--- config.mk ---
export PLATFORM = sky130hd
export DESIGN_NAME = fd_handshake_fifo_flat
export DESIGN_NICKNAME = d
export VERILOG_FILES = /design/src/rtl/fd_handshake_fifo_if.sv /design/src/rtl/fd_handshake_fifo.sv /design/src/flat_wrapper.sv
export SDC_FILE = /design/constraint.sdc
export NUM_CORES = 1
export LEC_CHECK = 0
export ABC_AREA = 1
export BUFFER_PORTS_ARGS = -buffer_cell sky130_fd_sc_hd__buf_2
export CORE_MARGIN = 10
export CORE_UTILIZATION = 30
export DETAILED_ROUTE_END_ITERATION = 8
export PLACE_DENSITY_LB_ADDON = 0.25
export SLEW_MARGIN = 20
export SYNTH_ARGS = -nofsm -noshare
export SYNTH_HDL_FRONTEND = slang
export SYNTH_SLANG_ARGS = --single-unit
--- constraint.sdc ---
create_clock -name clk -period 2.2 [get_ports clk]
set_input_delay 0.22 -clock clk [delete_from_list [all_inputs] [get_ports clk]]
set_output_delay 0.22 -clock clk [all_outputs]
set_load 0.1 [all_outputs]
--- src/rtl/fd_handshake_fifo_if.sv ---
// Handshake bundle for fd_handshake_fifo: 4-phase left/right channels plus occupancy status.
// The slave modport is the FIFO's view; the master modport is the producer/consumer view.
interface fd_handshake_fifo_if #(
  parameter int WIDTH = 8,
  parameter int DEPTH = 4
);
  localparam int CNT_W = $clog2(DEPTH + 1);

  logic             lreq;
  logic [WIDTH-1:0] ldata;
  logic             lack;
  logic             rreq;
  logic             rack;
  logic [WIDTH-1:0] rdata;
  logic [CNT_W-1:0] count;
  logic             full;
  logic             empty;

  modport slave (
    input  lreq, ldata, rack,
    output lack, rreq, rdata, count, full, empty
  );

  modport master (
    output lreq, ldata, rack,
    input  lack, rreq, rdata, count, full, empty
  );
endinterface

--- src/rtl/fd_handshake_fifo.sv ---
// Clocked 4-phase handshake elastic buffer (DEPTH entries) between a PE and a NoC router port.
// Define FD_SYNC_EN to pass lreq/rack through SYNC_STAGES-flop synchronisers.
module fd_handshake_fifo #(
  parameter int WIDTH       = 8,
  parameter int DEPTH       = 4,
  parameter int SYNC_STAGES = 2
) (
  input  logic               clk,
  input  logic               rst_n,
  fd_handshake_fifo_if.slave bus
);
  localparam int PTR_W = (DEPTH > 1) ? $clog2(DEPTH) : 1;
  localparam int CNT_W = $clog2(DEPTH + 1);
  localparam logic [PTR_W-1:0] PTR_LAST = PTR_W'(DEPTH - 1);
  localparam logic [CNT_W-1:0] CNT_FULL = CNT_W'(DEPTH);

  typedef enum logic [0:0] {IN_IDLE = 1'b0, IN_HOLD = 1'b1} in_state_t;
  typedef enum logic [1:0] {OUT_IDLE = 2'b00, OUT_REQ = 2'b01, OUT_REL = 2'b10} out_state_t;

  in_state_t        in_state_r, in_state_nxt_s;
  out_state_t       out_state_r, out_state_nxt_s;
  logic [WIDTH-1:0] mem_r [DEPTH];
  logic [PTR_W-1:0] wr_ptr_r, rd_ptr_r;
  logic [CNT_W-1:0] count_r;
  logic [WIDTH-1:0] rdata_r;
  logic             lack_r, lack_nxt_s;
  logic             rreq_r, rreq_nxt_s;
  logic             wr_en_s, pop_s, load_s;
  logic             lreq_s, rack_s;
  logic             full_s, empty_s;

  if (DEPTH < 2 || SYNC_STAGES < 2) begin : g_param_check
    $error("fd_handshake_fifo: DEPTH and SYNC_STAGES must both be >= 2");
  end

  function automatic logic [PTR_W-1:0] ptr_inc(input logic [PTR_W-1:0] ptr);
    if (ptr == PTR_LAST) begin
      return {PTR_W{1'b0}};
    end else begin
      return ptr + PTR_W'(1);
    end
  endfunction

`ifdef FD_SYNC_EN
  logic [SYNC_STAGES-1:0] lreq_sync_r, rack_sync_r;

  // Synchronisers for the handshake inputs from self-timed neighbours.
  always_ff @(posedge clk or negedge rst_n) begin
    if (!rst_n) begin
      lreq_sync_r <= {SYNC_STAGES{1'b0}};
      rack_sync_r <= {SYNC_STAGES{1'b0}};
    end else begin
      lreq_sync_r <= {lreq_sync_r[SYNC_STAGES-2:0], bus.lreq};
      rack_sync_r <= {rack_sync_r[SYNC_STAGES-2:0], bus.rack};
    end
  end

  assign lreq_s = lreq_sync_r[SYNC_STAGES-1];
  assign rack_s = rack_sync_r[SYNC_STAGES-1];
`else
  assign lreq_s = bus.lreq;
  assign rack_s = bus.rack;
`endif

  assign full_s  = (count_r == CNT_FULL);
  assign empty_s = (count_r == {CNT_W{1'b0}});

  // Input FSM: accept one token per lreq phase, stall with lack low while full.
  always_comb begin
    in_state_nxt_s = in_state_r;
    lack_nxt_s     = lack_r;
    wr_en_s        = 1'b0;
    case (in_state_r)
      IN_IDLE: begin
        if (lreq_s && !full_s) begin
          wr_en_s        = 1'b1;
          lack_nxt_s     = 1'b1;
          in_state_nxt_s = IN_HOLD;
        end else begin
          lack_nxt_s = 1'b0;
        end
      end
      IN_HOLD: begin
        if (!lreq_s) begin
          lack_nxt_s     = 1'b0;
          in_state_nxt_s = IN_IDLE;
        end else begin
          lack_nxt_s = 1'b1;
        end
      end
      default: begin
        lack_nxt_s     = 1'b0;
        in_state_nxt_s = IN_IDLE;
      end
    endcase
  end

  // Output FSM: the head token stays counted until rack pops it.
  always_comb begin
    out_state_nxt_s = out_state_r;
    rreq_nxt_s      = rreq_r;
    load_s          = 1'b0;
    pop_s           = 1'b0;
    case (out_state_r)
      OUT_IDLE: begin
        if (!empty_s) begin
          load_s          = 1'b1;
          rreq_nxt_s      = 1'b1;
          out_state_nxt_s = OUT_REQ;
        end else begin
          rreq_nxt_s = 1'b0;
        end
      end
      OUT_REQ: begin
        if (rack_s) begin
          pop_s           = 1'b1;
          rreq_nxt_s      = 1'b0;
          out_state_nxt_s = OUT_REL;
        end else begin
          rreq_nxt_s = 1'b1;
        end
      end
      OUT_REL: begin
        rreq_nxt_s = 1'b0;
        if (!rack_s) begin
          out_state_nxt_s = OUT_IDLE;
        end else begin
          out_state_nxt_s = OUT_REL;
        end
      end
      default: begin
        rreq_nxt_s      = 1'b0;
        out_state_nxt_s = OUT_IDLE;
      end
    endcase
  end

  // State and handshake output registers.
  always_ff @(posedge clk or negedge rst_n) begin
    if (!rst_n) begin
      in_state_r  <= IN_IDLE;
      out_state_r <= OUT_IDLE;
      lack_r      <= 1'b0;
      rreq_r      <= 1'b0;
    end else begin
      in_state_r  <= in_state_nxt_s;
      out_state_r <= out_state_nxt_s;
      lack_r      <= lack_nxt_s;
      rreq_r      <= rreq_nxt_s;
    end
  end

  // Pointers and occupancy; a simultaneous write and pop leaves count unchanged.
  always_ff @(posedge clk or negedge rst_n) begin
    if (!rst_n) begin
      wr_ptr_r <= {PTR_W{1'b0}};
      rd_ptr_r <= {PTR_W{1'b0}};
      count_r  <= {CNT_W{1'b0}};
    end else begin
      if (wr_en_s) begin
        wr_ptr_r <= ptr_inc(wr_ptr_r);
      end
      if (pop_s) begin
        rd_ptr_r <= ptr_inc(rd_ptr_r);
      end
      case ({wr_en_s, pop_s})
        2'b10:   count_r <= count_r + CNT_W'(1);
        2'b01:   count_r <= count_r - CNT_W'(1);
        default: count_r <= count_r;
      endcase
    end
  end

  // Right data register, loaded only when a new output handshake starts.
  always_ff @(posedge clk or negedge rst_n) begin
    if (!rst_n) begin
      rdata_r <= {WIDTH{1'b0}};
    end else if (load_s) begin
      rdata_r <= mem_r[rd_ptr_r];
    end
  end

  // Storage array; contents are invalidated by the pointer reset.
  always_ff @(posedge clk) begin
    if (wr_en_s) begin
      mem_r[wr_ptr_r] <= bus.ldata;
    end
  end

  assign bus.lack  = lack_r;
  assign bus.rreq  = rreq_r;
  assign bus.rdata = rdata_r;
  assign bus.count = count_r;
  assign bus.full  = full_s;
  assign bus.empty = empty_s;
endmodule

--- src/flat_wrapper.sv ---
// flat-port wrapper written by rule: the top's interface ports become plain ports
module fd_handshake_fifo_flat 
#(
  parameter int WIDTH       = 8,
  parameter int DEPTH       = 4,
  parameter int SYNC_STAGES = 2
)
  (clk, rst_n, bus_lreq, bus_ldata, bus_rack, bus_lack, bus_rreq, bus_rdata, bus_count, bus_full, bus_empty);
  fd_handshake_fifo_if #(.WIDTH(WIDTH), .DEPTH(DEPTH)) bus_i ();
  input  logic clk;
  input  logic rst_n;
  input wire logic [$bits(bus_i.lreq)-1:0] bus_lreq;
  input wire logic [$bits(bus_i.ldata)-1:0] bus_ldata;
  input wire logic [$bits(bus_i.rack)-1:0] bus_rack;
  output wire logic [$bits(bus_i.lack)-1:0] bus_lack;
  output wire logic [$bits(bus_i.rreq)-1:0] bus_rreq;
  output wire logic [$bits(bus_i.rdata)-1:0] bus_rdata;
  output wire logic [$bits(bus_i.count)-1:0] bus_count;
  output wire logic [$bits(bus_i.full)-1:0] bus_full;
  output wire logic [$bits(bus_i.empty)-1:0] bus_empty;
  assign bus_i.lreq = bus_lreq;
  assign bus_i.ldata = bus_ldata;
  assign bus_i.rack = bus_rack;
  assign bus_lack = bus_i.lack;
  assign bus_rreq = bus_i.rreq;
  assign bus_rdata = bus_i.rdata;
  assign bus_count = bus_i.count;
  assign bus_full = bus_i.full;
  assign bus_empty = bus_i.empty;
  fd_handshake_fifo #(.WIDTH(WIDTH), .DEPTH(DEPTH), .SYNC_STAGES(SYNC_STAGES)) u_core (.clk(clk), .rst_n(rst_n), .bus(bus_i));
endmodule
# --- Word level (Yosys, flattened, before mapping) ---
# Memory sizes are Yosys's and may differ from the RTL's. A register that Yosys moved wholly into a read port is not among the register bits.
# Cells that the tools add are included.
word_totals:
  regBits: 11
  mem_bits_rw: 32
  in_bits: 12
  out_inout_bits: 15
  elab_cells: 47
  memories: 1
op_classes:
  add_sub_neg: 4
  n_eq_ne: 9
  muxes: 19
  bitwise_logic: 1
  reduce_logical: 7
memory_table:
  columns: ["name", "depth", "word_bits", "read_ports", "rd_clocked_by_memory_dff", "wr", "line", "source"]
  rows:
  - ["u_core.mem_r", 4, 8, 1, 1, 1, "fd_handshake_fifo.sv:22", "logic [WIDTH-1:0] mem_r [DEPTH];"]
ops:
  columns: ["cell", "n"]
  rows:
  - ["$mux 1", 10]
  - ["$mux 2", 5]
  - ["$eq 2x2->1 const B", 4]
  - ["$pmux 2 s3", 1]
  - ["$pmux 3 s2", 1]
  - ["$add 2x1->2 const B", 2]
  - ["$eq 2x1->1 const B", 2]
  - ["$ne 2x2->1 const B", 2]
  - ["$pmux 1 s2", 2]
  - ["$add 3x1->3 const B", 1]
  - ["$eq 3x3->1 const B", 1]
  - ["$logic_not 3->1", 1]
  - ["$sub 3x1->3 const B", 1]
  - ["$logic_not 1->1", 2]
  - ["$logic_not 2->1", 1]
  - ["$reduce_and 2->1", 1]
  - ["$reduce_bool 2->1", 1]
  - ["$logic_and 1x1->1", 1]
  - ["$not 1->1", 1]

# --- Longest topological paths before layout ---
# Gate-level depths: netlist of the first run.
logic_depth:
  depth_word: 7
  ltp_mapped: 9
  depth_no_buf: 9

# --- Worst setup path before layout of the first run ---
# Ideal clock, no wire load.
synth_timing:
  path_type: "register to register"
  from: "register u_core.count_r[1] (netlist: u_core.bus.count[1])"
  to: "register u_core.count_r[2] (netlist: u_core.bus.count[2])"
  setup_ns: 0.126
  arrival_time_ns: 2.348
  slack_ns: -0.274
  path_stages_with_launch: 9
  n_path_buf: 0
  synth_period_minus_slack_ns: 2.474
  cell_sequence: "dfrtp_1 -> inv_1 -> nand3_1 -> nand3_2 -> ha_1 -> fa_1 -> nand2_1 -> nand3_1 -> xor2_1"
synth_between:
  elab_chain_cells: 7
  word_cells_on_any_way: 11
  cone_classes: "2 x add/sub; 3 x eq/ne; 3 x mux; 3 x reduce/logical"
synth_rtl:
  columns: ["element", "line", "source"]
  rows:
  - ["from (decl)", "fd_handshake_fifo.sv:24", "logic [CNT_W-1:0] count_r;"]
  - ["from (signal assigned)", "fd_handshake_fifo.sv:158", "count_r <= {CNT_W{1'b0}};"]
  - ["from (signal assigned)", "fd_handshake_fifo.sv:167", "2'b10: count_r <= count_r + CNT_W'(1);"]
  - ["from (signal assigned)", "fd_handshake_fifo.sv:168", "2'b01: count_r <= count_r - CNT_W'(1);"]
  - ["$eq 3x3->1", "fd_handshake_fifo.sv:65", "assign full_s = (count_r == CNT_FULL);"]
  - ["$logic_not 1->1", "fd_handshake_fifo.sv:75", "if (lreq_s && !full_s) begin"]
  - ["$logic_and 1x1->1", "fd_handshake_fifo.sv:75", null]
  - ["$mux 1", "fd_handshake_fifo.sv:75", null]
  - ["$mux 1", "fd_handshake_fifo.sv:73", "case (in_state_r)"]
  - ["$eq 2x1->1 / $eq 2x2->1 (equally long branches)", "fd_handshake_fifo.sv:166", "case ({wr_en_s, pop_s})"]
  - ["$pmux 3 s2 / $reduce_bool 2->1 (equally long branches)", null, null]
# Several ways; a longest one is shown, not always the timed one.
# A chain may end at the register's enable or synchronous reset.

# --- Worst setup path in the final report of the first run ---
# Same ends and word-level chain as after synthesis.

==> results by group, run 1 <==
Yosys
  • Synth Cell Area: 0.00231 mm^2
  • Area contributors post-synth: edfxtp_1 42%, dfrtp_1 21%, nand2_1 11%
  • Seq/Total Area, Yosys: 0.622
  • Total number of yosys warnings: 0
  • Cell taking the most area after synthesis: edfxtp_1
  • Mean area per synthesized cell: 10.0 um^2
  • Yosys cell types: 21
  • Yosys top cell area share: 0.416
  • Mapped Nets: 250
  • Synth Instances: 231
  • #FFs+latches synth: 51

Placement
  • Placed Area: 0.00256 mm^2
  • Cell Count Post-Placement: 356
  • Hpwl dp: 3.07 mm
  • IO buf count: 26
  • RD Place Congestion: 0.795

Clock network
  • Post-CTS resize count: 0
  • H-tree Lvls: 2
  • # clock sinks: 51
  • TritonCTS buffer count: 5
  • Skew-Pair Late Insertion Delay: 0.30 ns
  • Clock root buffer master: clkbuf_8
  • CTS Buffer Depth: 2
  • Reg clk slew, reported paths: 0.10 ns
  • Post-CTS Repair Setup Buffers: 0
  • CTS tree: yes

Timing
  • Max Clk Rate: 0.538 GHz
  • Max_slew headroom: 0.676
  • Endpoints failing setup: 0
  • Setup TNS: 0 ns
  • Post-layout min period: 1.86 ns
  • Fin. max-slew vios: 0
  • RSZ-0062 raised after global routing: no
  • Final hold vios: 0
  • Least-Margin Pin Slew: 0.490 ns
  • Final Skew: 0.0126 ns
  • Final Cycle Share: 0.845

Routing
  • Vias per inst: 4.04
  • # DRC: 0
  • Drt first pass iters: 4
  • Total number of vias: 1473
  • Drt first-iter violations: 44
  • WL final: 4.31 mm
  • Wire per inst: 11.8 um
  • Routed Antenna Nets: 0

Worst setup path
  • R2r endpoint: u_core.bus.count[2]
  • Worst setup path class: reg -> reg
  • Crit path from: u_core.bus.count[1]
  • Reg-to-reg slack, setup: 0.34 ns
  • CP Max Fanout: 8
  • WP data arrival: 2.05 ns
  • Setup crit start kind: flop
  • Worst r2r path cells: 8
  • Data required, critical path: 2.39 ns
  • Critical Path Sink Type: flop
  • Critical R2R Launch: u_core.bus.count[1]

Worst hold path
  • Min-delay src: bus_ldata[0]
  • Hold Crit Class: in -> reg
  • Hold endpoint: u_core.mem_r[0][0]
  • Hold depth: 1

Floorplan
  • Die width: 108 um
  • Io pins: 27
  • Num rows: 31
  • Initial Utilization: 0.314
  • Die ar.: 0.0116 mm^2
  • Die H: 108 um
  • Core outline area: 0.00737 mm^2

Outcome
  • Status: finished, final reports clean

Job
  • Max-cap viol count: 0

Global routing
  • Pin count of the biggest net entering global routing: 20
  • Overall fraction of global-route tracks in use: 0.0799
  • Initial antenna violation count: 0
  • Vias in the first global route: 1476
  • First-pass GRT wire length: 7.28 mm
  • GRT overflow: 0

Final layout
  • Layout Nets: 284
  • FILL cells: 775
  • Diode count: 0
  • Layout area overhead: 14.9%
  • Post-route insts no fill: 365
  • Final Instance Area: 0.00266 mm^2
  • Reg area: 0.00144 mm^2
  • Multi-input logic area: 612 um^2
  • Fraction of layout cells with a size suffix above 1: 0.203
worst max-delay path, cell delays in order, from the launching register on:
cell     delay [ns]
dfrtp_2        0.40
inv_1          0.06
nand3_1        0.16
nand3_2        0.17
ha_1           0.27
fa_1           0.39
nand2_1        0.08
nand3_1        0.08
xor2_1         0.14
worst max-delay path by stage:
stage                           to  slack, ns  cells after the start
3_5_place_dp   u_core.bus.count[2]       0.34                      8
6_report       u_core.bus.count[2]       0.34                      8
2_1_floorplan  u_core.bus.count[2]       0.05                      8
3_3_place_gp   u_core.bus.count[2]       0.38                      8
4_1_cts        u_core.bus.count[2]       0.32                      8
5_1_grt        u_core.bus.count[2]       0.15                      8
per-layer routing:
metal | part of all wire | vias to the layer above | GRT usage
met1 | 0.49 | 666 | 0.0967
met4 | 0.028 | 0 | 0.0391
met3 | 0.060 | 6 | 0.0299
met5 | 0 | - | 0
met2 | 0.42 | 24 | 0.122
li1 | - | 777 | -
synth_stat cells, drive strengths merged:
cell	instances
xnor2	1
bufinv	1
nand2	77
ha	6
nand4	2
nand3	20
inv	51
buf	5
edfxtp	32
o21ai	6
xor2	1
a21oi	1
nor2	8
dfrtp	19
fa	1
area by class of cell:
class                           count  share of cell area
Sequential cell                    51               0.542
Multi-Input combinational cell    123               0.230
Inverter                           52              0.0805
Clock buffer                        6              0.0273
Clock inverter                      2             0.00612
Tap cell                           99              0.0466
Timing Repair Buffer               32              0.0669
metrics by stage:
step	hold slack, ns	utilization	setup WS (ns)
2_1_floorplan	-0.0756	-	0.0513
3_3_place_gp	0.184	0.347	0.375
3_5_place_dp	0.190	0.347	0.335
4_1_cts	0.121	0.360	0.323
5_1_grt	0.118	0.360	0.151
6_report	0.125	0.360	0.341
cells in the final DEF (no fill, tap or decap), types with 2 or more instances in the layout:
| cell type | synthesis | routed |
|---|---|---|
| dfrtp_2 | 0 | 3 |
| clkbuf_8 | 0 | 5 |
| inv_1 | 50 | 50 |
| inv_6 | 1 | 2 |
| dfrtp_1 | 19 | 16 |
| ha_1 | 6 | 6 |
| buf_4 | 1 | 5 |
| o21ai_0 | 6 | 6 |
| nand2_2 | 9 | 9 |
| edfxtp_1 | 32 | 32 |
| nand4_1 | 2 | 2 |
| buf_2 | 2 | 26 |
| nand2_1 | 68 | 68 |
| nand3_1 | 18 | 18 |
| nand3_2 | 2 | 2 |
| nor2_1 | 8 | 8 |
state kept, by name, summed over array words and instances, names as in the netlist:
name                cells
u_core.bus.count        3
u_core.bus.rdata        8
u_core.bus.rreq         1
u_core.in_state_r       1
u_core.mem_r           32
u_core.out_state_r      2
u_core.rd_ptr_r         2
u_core.wr_ptr_r         2
cells by family (layout without fill, tap and decap cells):
group / count (synthesis) / in the layout / share of synthesized area
flip-flops: 51 / 51 / 0.622
XOR/XNOR: 2 / 2 / 0.00758
AND/OR/NAND/NOR: 107 / 107 / 0.201
buffers and inverters: 57 / 92 / 0.114
AO/OA/AOI/OAI: 7 / 7 / 0.0152
adder cells (fa/ha/maj): 7 / 7 / 0.0411
timing repair:
item,in CTS,in global routing
endpoints found under the setup margin,0,0
hold endpoints to repair,19,0
hold buffers,1,0
Power of run 1 is not shown: default switching activity piles up to over one toggle a cycle in this logic, so the estimate is an artifact.
==> inputs of run 2 (changes only) <==
--- a/config.mk
+++ b/config.mk
@@ -5,7 +5,7 @@
 export SDC_FILE = /design/constraint.sdc
 export NUM_CORES = 1
 export LEC_CHECK = 0
-export ABC_AREA = 1
+export ABC_AREA = 0
 export BUFFER_PORTS_ARGS = -buffer_cell sky130_fd_sc_hd__buf_2
 export CORE_MARGIN = 10
 export CORE_UTILIZATION = 30
==> constraint.sdc (replaced) <==
create_clock -name clk -period 1.9 [get_ports clk]
set_input_delay 0.19 -clock clk [delete_from_list [all_inputs] [get_ports clk]]
set_output_delay 0.19 -clock clk [all_outputs]
set_load 0.1 [all_outputs]
==> run 2 against run 1 <==
Against the previous run: worst setup slack worse by 0.33 ns; die area fell by 8.4%; final area down 4.8%; core utilization rose by 1.4 points; clock skew fell by 0.0033 ns; critical path type unchanged; synthesized cell count shrank 53%; cell count down 37%; routed wire length fell by 13%.
==> results by group, run 2 <==
Outcome
  • Status: finished, final reports clean (unchanged)

Yosys
  • Mapped Nets: 127 (was 250)
  • Adder-Cell Fraction of Synth Area: 0.0459 (was 0.0411)
  • Simple logic cell fraction of the synthesized area: 0.0477 (was 0.201)
  • Most common cell in the netlist: edfxtp_1 (was nand2_1)
  • Cell taking the most area after synthesis: edfxtp_1 (unchanged)
  • Mux share of post-synthesis cell area: 0.172 (was 0)
  • #FFs+latches synth: 51 (unchanged)
  • Total number of yosys warnings: 0 (unchanged)
  • Synth Cell Area: 0.00207 mm^2 (was 0.00231 mm^2)
  • Compound-gate portion of the synthesized area: 0.00785 (was 0.0152)
  • Post-synth top cells: 32 x edfxtp_1, 19 x dfrtp_1, 8 x mux2_4, 8 x mux4_2 (was 68 x nand2_1, 50 x inv_1, 32 x edfxtp_1)
  • Most used DFF post-synth: edfxtp_1 (unchanged)
  • Synth Instances: 108 (was 231)
  • Synth Area in XOR/XNOR: 0.0169 (was 0.00758)
  • EDFF count, synth: 32 (unchanged)
  • Main combinational cell family by area after synthesis: multiplexers (was simple AND/OR/NAND/NOR gates)
  • Area contributors post-synth: edfxtp_1 46%, dfrtp_1 23%, mux4_2 8.7% (was edfxtp_1 42%, dfrtp_1 21%, nand2_1 11%)
  • Yosys cell types: 21 (unchanged)
  • Fraction of registers with async set/reset: 0.373 (unchanged)
  • Seq/Total Area, Yosys: 0.693 (was 0.622)
  • Mean area per synthesized cell: 19.2 um^2 (was 10.0 um^2)
  • Yosys top cell area share: 0.463 (was 0.416)

Worst hold path
  • Hold endpoint: u_core.mem_r[3][7] (was u_core.mem_r[0][0])
  • Min-delay src: bus_ldata[7] (was bus_ldata[0])
  • Hold Crit Class: in -> reg (unchanged)
  • Hold depth: 1 (unchanged)

Global routing
  • GRT overflow: 0 (unchanged)
  • M3 GR Usage: 0.0282 (was 0.0299)
  • Overall fraction of global-route tracks in use: 0.0768 (was 0.0799)
  • Met1 global-route usage: 0.0894 (was 0.0967)
  • First-pass GRT wire length: 5.93 mm (was 7.28 mm)
  • Met2 usage in global routing: 0.125 (was 0.122)
  • Vias in the first global route: 1137 (was 1476)
  • Pin count of the biggest net entering global routing: 20 (unchanged)
  • Gr busiest metal: met2 (unchanged)
  • Initial antenna violation count: 0 (unchanged)

Final layout
  • Commonest non-fill, non-tap cell in the layout: edfxtp_1 (was nand2_1)
  • Reg area: 0.00145 mm^2 (was 0.00144 mm^2)
  • Fraction of layout cells with a size suffix above 1: 0.527 (was 0.203)
  • Layout area overhead: 22.0% (was 14.9%)
  • FILL cells: 633 (was 775)
  • Diode count: 0 (unchanged)
  • Top reg by flops: u_core.mem_r (unchanged)
  • Multi-input logic area: 648 um^2 (was 612 um^2)
  • Most frequent cells in the layout: 32 x edfxtp_1, 26 x buf_2, 16 x dfrtp_1, 9 x mux2_4, 9 x buf_4 (was 68 x nand2_1, 50 x inv_1, 32 x edfxtp_1, 26 x buf_2, 18 x nand3_1)
  • Number of flip-flops in the largest register: 32 (unchanged)
  • Layout Nets: 168 (was 284)

Clock network
  • CTS tree: yes (unchanged)
  • Clock root buffer master: clkbuf_8 (unchanged)
  • H-tree Lvls: 2 (unchanged)
  • CTS Buffer Depth: 2 (unchanged)
  • TritonCTS buffer count: 5 (unchanged)
  • Skew-Pair Late Insertion Delay: 0.30 ns (about the same)
  • # clock sinks: 51 (unchanged)
  • Reg clk slew, reported paths: 0.10 ns (about the same)

Worst setup path
  • Critical R2R Launch: u_core.bus.count[2] (was u_core.bus.count[1])
  • Data required, critical path: 2.12 ns (was 2.39 ns)
  • CP Max Fanout: 2 (was 8)
  • Most used cell, CP: nor3b_4 (was nand3_1)
  • Worst path slowest cell: dfrtp_4 (was dfrtp_2)
  • R2r endpoint: u_core.bus.count[2] (unchanged)
  • Cell Chain, Critical Path: nor3b_4 -> nor3b_4 -> inv_2 -> ha_4 -> fa_2 -> xnor2_2 -> nor2_2 -> xor2_1 (was inv_1 -> nand3_1 -> nand3_2 -> ha_1 -> fa_1 -> nand2_1 -> nand3_1 -> xor2_1)
  • Crit path largest cell delay: 0.48 ns (was 0.40 ns)
  • Worst setup path class: reg -> reg (unchanged)
  • Worst r2r path cells: 8 (unchanged)
  • Setup crit start kind: flop (unchanged)
  • WP data arrival: 2.10 ns (was 2.05 ns)
  • Reg-to-reg slack, setup: 0.01 ns (was 0.34 ns)
  • Critical Path Sink Type: flop (unchanged)

Floorplan
  • Io pins: 27 (unchanged)
  • Initial Utilization: 0.307 (was 0.314)
  • Num rows: 30 (was 31)
  • Core outline area: 0.00676 mm^2 (was 0.00737 mm^2)
  • Die H: 103 um (was 108 um)
  • Die width: 103 um (was 108 um)
  • Die ar.: 0.0106 mm^2 (was 0.0116 mm^2)

Routing
  • # DRC: 0 (unchanged)
  • Total number of vias: 1002 (was 1473)
  • WL final: 3.74 mm (was 4.31 mm)
  • Drt first-iter violations: 53 (was 44)
  • Wire per inst: 16.3 um (was 11.8 um)
  • Vias per inst: 4.36 (was 4.04)
  • Routed Antenna Nets: 0 (unchanged)
  • Drt first pass iters: 4 (unchanged)

Timing
  • Least-Margin Pin Slew: 0.505 ns (was 0.490 ns)
  • RSZ-0062 raised after global routing: yes (was no)
  • Worst setup margin: 0.0146 ns (was 0.341 ns)
  • Post-layout min period: 1.89 ns (was 1.86 ns)
  • Final Cycle Share: 0.992 (was 0.845)
  • Fin. max-slew vios: 0 (unchanged)
  • Endpoints failing setup: 0 (unchanged)
  • Final Hold Slack: 0.0998 ns (was 0.125 ns)
  • Final hold vios: 0 (unchanged)
  • Max_slew headroom: 0.664 (was 0.676)
  • Final Skew: 0.00929 ns (was 0.0126 ns)
  • Max Clk Rate: 0.530 GHz (was 0.538 GHz)

Placement
  • Hpwl dp: 2.62 mm (was 3.07 mm)
  • IO buf count: 26 (unchanged)
  • Place WS: -0.0402 ns (was 0.335 ns)
  • RD Place Congestion: 0.674 (was 0.795)

Job
  • Max-cap viol count: 0 (unchanged)
## run 2: changes by cell type after synthesis, moves of 5 or more
cell	previous run	this run
mux4_2	0	8
mux2_2	0	5
mux2_4	0	8
nand2_1	68	1
inv_1	50	4
and2_1	0	5
nand3_1	18	0
nand2_2	9	0
o21ai_0	6	0
## run 2: area by class of cell
class,instances,area share
clock buffers,6,0.0287
repair buffers,37,0.0901
multi-input cells,50,0.256
well taps,80,0.0396
inverters,4,0.00594
flip-flops and latches,51,0.572
clock inverters,2,0.00693
## run 2: worst max-delay path, delay by kind of cell (launching register included)
| family | cells | cell delay [ns] |
|---|---|---|
| DFF | 1 | 0.48 |
| xor gates and xnor gates | 2 | 0.30 |
| adders and majority gates | 2 | 0.51 |
| buffers and inverters | 1 | 0.07 |
| and+or+nand+nor | 3 | 0.45 |
## run 2: how the worst max path moves through the flow
stage,start,end,slack [ns],cells past startpoint
detailed placement,u_core.bus.count[2],u_core.bus.count[2],-0.04,8
global placement,u_core.bus.count[2],u_core.bus.count[2],0.05,8
CTS,u_core.bus.count[2],u_core.bus.count[2],-0.04,8
floorplan,u_core.bus.count[2],u_core.bus.count[1],-0.84,6
finish,u_core.bus.count[2],u_core.bus.count[2],0.01,8
global route,u_core.bus.count[2],u_core.bus.count[2],-0.11,8
## run 2: cell families (layout without fill, tap and decap cells)
group	count (synthesis)	count (layout)
flops	51	51
mux	21	21
compound gates	2	2
xor+xnor	4	4
fa+ha+maj	7	7
simple gates	16	16
buf+inv	7	49
## run 2: repair_timing
action                     in CTS  in global routing
cloned                          0                  0
setup buffers                   2                  0
hold buffers                    1                  0
hold endpoints to repair       19                  0
setup endpoints to repair       1                  2
resized for setup               1                  3
pin swaps                       3                  3
## run 2: routing by layer
layer | vias to the layer above | wire length (um)
met5 | - | 0
met4 | 0 | 41
met3 | 4 | 160
met2 | 18 | 1870
met1 | 501 | 1660
li1 | 479 | -
## run 2: through the flow
stage	setup TNS (ns)	std cells	utilization	instance area [um^2]
6_report	0	230	0.374	2530
3_5_place_dp	-0.0402	219	0.355	2400
5_1_grt	-0.125	230	0.374	2530
4_1_cts	-0.0417	230	0.372	2510
3_3_place_gp	0	219	0.355	2400
2_1_floorplan	-21.41	108	-	2110
Power of run 2 is left out for the same reason.
